--- config.mk ---
export PLATFORM = sky130hd
export DESIGN_NAME = fsm_counter_arbiter_flat
export DESIGN_NICKNAME = d
export VERILOG_FILES = /design/src/rtl/fsm_counter_arbiter_if.sv /design/src/rtl/fsm_counter_arbiter.sv /design/src/flat_wrapper.sv
export SDC_FILE = /design/constraint.sdc
export NUM_CORES = 1
export LEC_CHECK = 0
export ABC_CLOCK_PERIOD_IN_PS = 4100
export BUFFER_PORTS_ARGS = -buffer_cell sky130_fd_sc_hd__buf_2
export CAP_MARGIN = 30
export CORE_MARGIN = 2
export CORE_UTILIZATION = 25
export DETAILED_ROUTE_END_ITERATION = 16
export PLACE_DENSITY = 0.55
export SYNTH_ARGS = -nofsm -noshare
export SYNTH_HDL_FRONTEND = slang
export SYNTH_SLANG_ARGS = --single-unit
export TNS_END_PERCENT = 30
--- constraint.sdc ---
create_clock -name clk -period 4.1 [get_ports clk]
set_input_delay 0.205 -clock clk [delete_from_list [all_inputs] [get_ports clk]]
set_output_delay 0.205 -clock clk [all_outputs]
set_load 0.01 [all_outputs]
--- src/rtl/fsm_counter_arbiter_if.sv ---
// Requester-side bus of the shared-counter arbiter: requests and burst
// lengths in, grant/enable/completion status out.
interface fsm_counter_arbiter_if #(
    parameter int LEN_W = 4
);
    logic [1:0]       req;
    logic [LEN_W-1:0] len0;
    logic [LEN_W-1:0] len1;
    logic [1:0]       gnt;
    logic             cnt_en;
    logic [1:0]       done;
    logic             busy;
    logic [LEN_W-1:0] steps_left;

    modport master (
        output req, len0, len1,
        input  gnt, cnt_en, done, busy, steps_left
    );

    modport slave (
        input  req, len0, len1,
        output gnt, cnt_en, done, busy, steps_left
    );
endinterface

--- src/rtl/fsm_counter_arbiter.sv ---
// Round-robin arbiter that lends one shared counter to two requesters,
// issuing exactly the requested number of cnt_en pulses per burst.
module fsm_counter_arbiter #(
    parameter int LEN_W = 4
) (
    input  logic                 clk,
    input  logic                 reset,
    fsm_counter_arbiter_if.slave bus
);

    typedef enum logic [1:0] {
        IDLE  = 2'd0,
        GRANT = 2'd1,
        RUN   = 2'd2,
        DONE  = 2'd3
    } state_t;

    state_t           state, state_nxt;
    logic [1:0]       gnt_q, gnt_nxt;
    logic             cnt_en_q, cnt_en_nxt;
    logic [1:0]       done_q, done_nxt;
    logic [LEN_W-1:0] steps_q, steps_nxt;
    logic             last_q, last_nxt;

    logic             winner;
    logic             granted_req;
    logic [LEN_W-1:0] granted_len;

    // On contention the requester that was not served last wins.
    always_comb begin
        winner = 1'b0;
        case (bus.req)
            2'b01:   winner = 1'b0;
            2'b10:   winner = 1'b1;
            2'b11:   winner = ~last_q;
            default: winner = 1'b0;
        endcase
    end

    assign granted_req = |(bus.req & gnt_q);
    assign granted_len = gnt_q[1] ? bus.len1 : bus.len0;

    always_comb begin
        // NOTE: every output of this block gets a default first, so no path can leave one unassigned and infer a latch.
        state_nxt  = state;
        gnt_nxt    = gnt_q;
        cnt_en_nxt = 1'b0;
        done_nxt   = 2'b00;
        steps_nxt  = steps_q;
        last_nxt   = last_q;

        unique case (state)
            IDLE: begin
                gnt_nxt   = 2'b00;
                steps_nxt = '0;
                if (bus.req != 2'b00) begin
                    state_nxt = GRANT;
                    gnt_nxt   = winner ? 2'b10 : 2'b01;
                    last_nxt  = winner;
                end
            end

            GRANT: begin
                if (!granted_req) begin
                    state_nxt = IDLE;
                    gnt_nxt   = 2'b00;
                    steps_nxt = '0;
                end else begin
                    steps_nxt = granted_len;
                    if (granted_len == '0) begin
                        state_nxt = DONE;
                        done_nxt  = gnt_q;
                    end else begin
                        state_nxt  = RUN;
                        cnt_en_nxt = 1'b1;
                    end
                end
            end

            RUN: begin
                if (!granted_req) begin
                    state_nxt = IDLE;
                    gnt_nxt   = 2'b00;
                    steps_nxt = '0;
                end else begin
                    // Gated decrement: steps_left can never wrap below zero.
                    if (steps_q != '0) begin
                        steps_nxt = steps_q - LEN_W'(1);
                    end
                    if (steps_q <= LEN_W'(1)) begin
                        state_nxt = DONE;
                        done_nxt  = gnt_q;
                    end else begin
                        cnt_en_nxt = 1'b1;
                    end
                end
            end

            DONE: begin
                state_nxt = IDLE;
                gnt_nxt   = 2'b00;
                steps_nxt = '0;
            end
        endcase
    end

    always_ff @(posedge clk or posedge reset) begin
        if (reset) begin
            state    <= IDLE;
            gnt_q    <= 2'b00;
            cnt_en_q <= 1'b0;
            done_q   <= 2'b00;
            steps_q  <= '0;
            last_q   <= 1'b1;
        end else begin
            // NOTE: non-blocking assignments so every register samples the pre-edge values of the others.
            state    <= state_nxt;
            gnt_q    <= gnt_nxt;
            cnt_en_q <= cnt_en_nxt;
            done_q   <= done_nxt;
            steps_q  <= steps_nxt;
            last_q   <= last_nxt;
        end
    end

    assign bus.gnt        = gnt_q;
    assign bus.cnt_en     = cnt_en_q;
    assign bus.done       = done_q;
    assign bus.busy       = (state != IDLE);
    assign bus.steps_left = steps_q;

endmodule

--- src/flat_wrapper.sv ---
// flat-port wrapper written by rule: the top's interface ports become plain ports
module fsm_counter_arbiter_flat 
#(
    parameter int LEN_W = 4
)
  (clk, reset, bus_req, bus_len0, bus_len1, bus_gnt, bus_cnt_en, bus_done, bus_busy, bus_steps_left);
  fsm_counter_arbiter_if #(.LEN_W(LEN_W)) bus_i ();
  input  logic clk;
  input  logic reset;
  input wire logic [$bits(bus_i.req)-1:0] bus_req;
  input wire logic [$bits(bus_i.len0)-1:0] bus_len0;
  input wire logic [$bits(bus_i.len1)-1:0] bus_len1;
  output wire logic [$bits(bus_i.gnt)-1:0] bus_gnt;
  output wire logic [$bits(bus_i.cnt_en)-1:0] bus_cnt_en;
  output wire logic [$bits(bus_i.done)-1:0] bus_done;
  output wire logic [$bits(bus_i.busy)-1:0] bus_busy;
  output wire logic [$bits(bus_i.steps_left)-1:0] bus_steps_left;
  assign bus_i.req = bus_req;
  assign bus_i.len0 = bus_len0;
  assign bus_i.len1 = bus_len1;
  assign bus_gnt = bus_i.gnt;
  assign bus_cnt_en = bus_i.cnt_en;
  assign bus_done = bus_i.done;
  assign bus_busy = bus_i.busy;
  assign bus_steps_left = bus_i.steps_left;
  fsm_counter_arbiter #(.LEN_W(LEN_W)) u_core (.clk(clk), .reset(reset), .bus(bus_i));
endmodule
==> run metrics <==
worst skew pair latency 0.28 ns; final instance area 920 µm²; Sink Count 12; die area 3410 µm²; P per Cell Area 588 nW/µm²; critical path cell sequence a22o_4 -> nand2_4 -> mux2_4 -> o22ai_1; Initial Util 26.6%; non-filler cells, final 128; RSZ-0062 raised after global routing false; synthesized area 741 µm²; mean routed wirelength per cell 13.5 µm; DR pass1 iterations 4; Hold Path Depth 3; worst hold path class in -> reg; Setup crit end kind flip-flop; peak supply drop 299 µV; number of CTS-inserted buffers 3; Unique masters post-synth 28; Seq/Total Area, Yosys 40.7%; Core Region 2780 µm²; Max Clock Skew 0.00403 ns; hold wc startpoint bus_req[1]; drt total wl 1.73 mm; total power 540 µW; Combinational Power Share 45.9%; final slew viol count 0; Crit path largest cell delay 0.52 ns; # hold bufs at CTS 1; WP data arrival 1.65 ns; Worst path slowest cell dfrtp_1; clock power share 18.4%; Util after Layout 33.1%; post-cts gate resize count 0; Net Switching 215 µW; Leak Pwr 0.473 nW; Worst-path clk slew 0.09 ns; first-pass GRT wire length 2.85 mm; CTS tree yes; layout net count 115; Relative slew margins 68.5%; Flop pwr share 35.7%; critical path data required time 4.31 ns; Vias/cell 4.96; grt total ovfl 0; minimum clock period after layout 1.44 ns; Area growth syn-to-layout 24.2%; synthesized area per cell 10.3 µm²; routed wl met3 110 µm; die width 58.4 µm; H-tree Lvls 1; Final Hold Vio Count 0; # Max-Cap Violations 0; crit path max fanout 10; Finish-stage setup viols 0; RePlAce Congestion 0.793; Final period util 35.1%; vias in the first global route 609; Synth Instances 72; Crit Path Class reg -> reg; Setup Fix Bufs, Post-CTS 0; Global Route Usage Sum 10.7%; Int Pwr 326 µW; DR top layer met4; dpl cells 123; worst slew pin tran 0.472 ns; share of post-route cells with drive strength above 1 33.0%; number of buffers inserted by port buffering 21; Sw Share 39.7%; initial antenna violation count 0; Startpoint Class flip-flop; setup TNS 0 ns; DRC errors left 0; DR vias 635; Cell Rows 19; Post-Syn Nets 89; reg-to-reg startpoint u_core.bus.gnt[1]; Top Ports 22; number of DRC markers in iteration 0 13; CP Launch Point u_core.bus.gnt[1]; Synthesis Warnings 0; R2R depth 4; ANT cells 0; Die H 58.4 µm; largest net degree at the start of global routing 13; met2 WL 738 µm; Achievable Freq 696 MHz; Post-Route M1 WL 869 µm; Synth Register Bits 12; status finished, final reports clean; DP HPWL 1.33 mm; Clock Path Buffers 2; Root Buffer Master clkbuf_4; Post-DRT Antenna Nets 0; dpl cell area 873 µm²
[cell type report]
| cell class | instances | area, µm² |
|---|---|---|
| Fill cell | 287 | 1860 |
| Multi-Input combinational cell | 52 | 402 |
| Sequential cell | 12 | 302 |
| Timing Repair Buffer | 22 | 115 |
| Tap cell | 31 | 38.8 |
| Clock buffer | 4 | 36.3 |
| Inverter | 7 | 26.3 |
[final timing paths]
kind	slack (ns)	end
min	0.22	u_core.last_q
max	2.66	u_core.state[1]
min reg2reg	0.51	u_core.last_q
min in group asynchronous	0.47	u_core.state[1]
max reg2reg	2.66	u_core.state[1]
max in group asynchronous	3.28	u_core.last_q
[sequential cells by signal, indices dropped and copies added, names as in the netlist]
signal	cells
u_core.last_q	1
u_core.state	2
u_core.bus.done	2
u_core.bus.cnt_en	1
u_core.bus.gnt	2
u_core.bus.steps_left	4
[logic make-up (layout without fill, tap and decap cells)]
kind of cell	Yosys count	count (layout)	synth area share, %
compound gates	19	19	19.6
xor+xnor	2	2	2.37
fa+ha+maj	5	5	8.45
buf+inv	8	33	5.07
flops	12	12	40.7
mux	7	7	10.5
simple gates	19	19	13.3
[per-layer routing]
layer / vias to the layer above / global-route usage, %
met5: - / 0
met3: 2 / 3.74
met2: 19 / 16.1
met4: 0 / 0.997
li1: 319 / -
met1: 295 / 15.5
[synth_stat cells]
| cell type | n | area (µm²) |
|---|---|---|
| and2_1 | 2 | 12.5 |
| nand2_4 | 1 | 11.3 |
| and3_1 | 2 | 12.5 |
| o32ai_1 | 2 | 17.5 |
| ha_1 | 5 | 62.6 |
| o21ai_0 | 2 | 10.0 |
| a211oi_1 | 1 | 7.51 |
| mux2_2 | 2 | 22.5 |
| o21a_1 | 2 | 15.0 |
| a22oi_1 | 1 | 7.51 |
| a21oi_1 | 4 | 20.0 |
| o32a_1 | 3 | 30.0 |
| nor2_1 | 5 | 18.8 |
| dfstp_2 | 1 | 26.3 |
| xnor2_1 | 2 | 17.5 |
| o22ai_1 | 2 | 12.5 |
| inv_1 | 7 | 26.3 |
| o211ai_1 | 1 | 7.51 |
| buf_6 | 1 | 11.3 |
| mux2_4 | 1 | 15.0 |
| nand2_2 | 1 | 6.26 |
| a22o_4 | 1 | 17.5 |
| mux2i_1 | 4 | 40.0 |
| nor3_1 | 2 | 10.0 |
| nand4_1 | 1 | 6.26 |
| nand2_1 | 4 | 15.0 |
| dfrtp_1 | 11 | 275 |
| nor4_1 | 1 | 6.26 |
[placed cells by master (no fill, tap or decap)]
cell type / n
buf_2: 21
dfrtp_1: 11
inv_1: 7
nor2_1: 5
ha_1: 5
nand2_1: 4
a21oi_1: 4
mux2i_1: 4
o32a_1: 3
clkbuf_4: 3
mux2_2: 2
nor3_1: 2
xnor2_1: 2
o32ai_1: 2
and2_1: 2
o21ai_0: 2
o22ai_1: 2
and3_1: 2
o21a_1: 2
a22o_4: 1
nand4_1: 1
nand2_4: 1
nand2_2: 1
nor4_1: 1
a22oi_1: 1
a211oi_1: 1
o211ai_1: 1
mux2_4: 1
clkbuf_8: 1
dlygate4sd3_1: 1
dfstp_2: 1
[power by group through the flow]
stage	Combinational (mW)	Clock, mW	Sequential [mW]
4_1_cts	0.251	0.102	0.194
3_5_place_dp	0.247	0	0.196
5_1_grt	0.280	0.104	0.200
6_report	0.248	0.0993	0.193
2_1_floorplan	0.191	0	0.190
3_3_place_gp	0.247	0	0.194
[per-stage QoR]
| step | setup slack (ns) | hold slack (ns) |
|---|---|---|
| finish | 2.66 | 0.215 |
| global route | 2.56 | 0.277 |
| CTS | 2.65 | 0.211 |
| detailed placement | 2.66 | 0.249 |
| global placement | 2.67 | 0.240 |
| floorplan | 2.73 | 0.0690 |
[worst max-delay path: cells and delay by family, from the launching register on]
family | cells | cell delay [ns]
AO/OA/AOI/OAI | 2 | 0.43
AND/OR/NAND/NOR | 1 | 0.12
flip-flops | 1 | 0.52
multiplexers | 1 | 0.30
(Power assumes the default switching activity.)
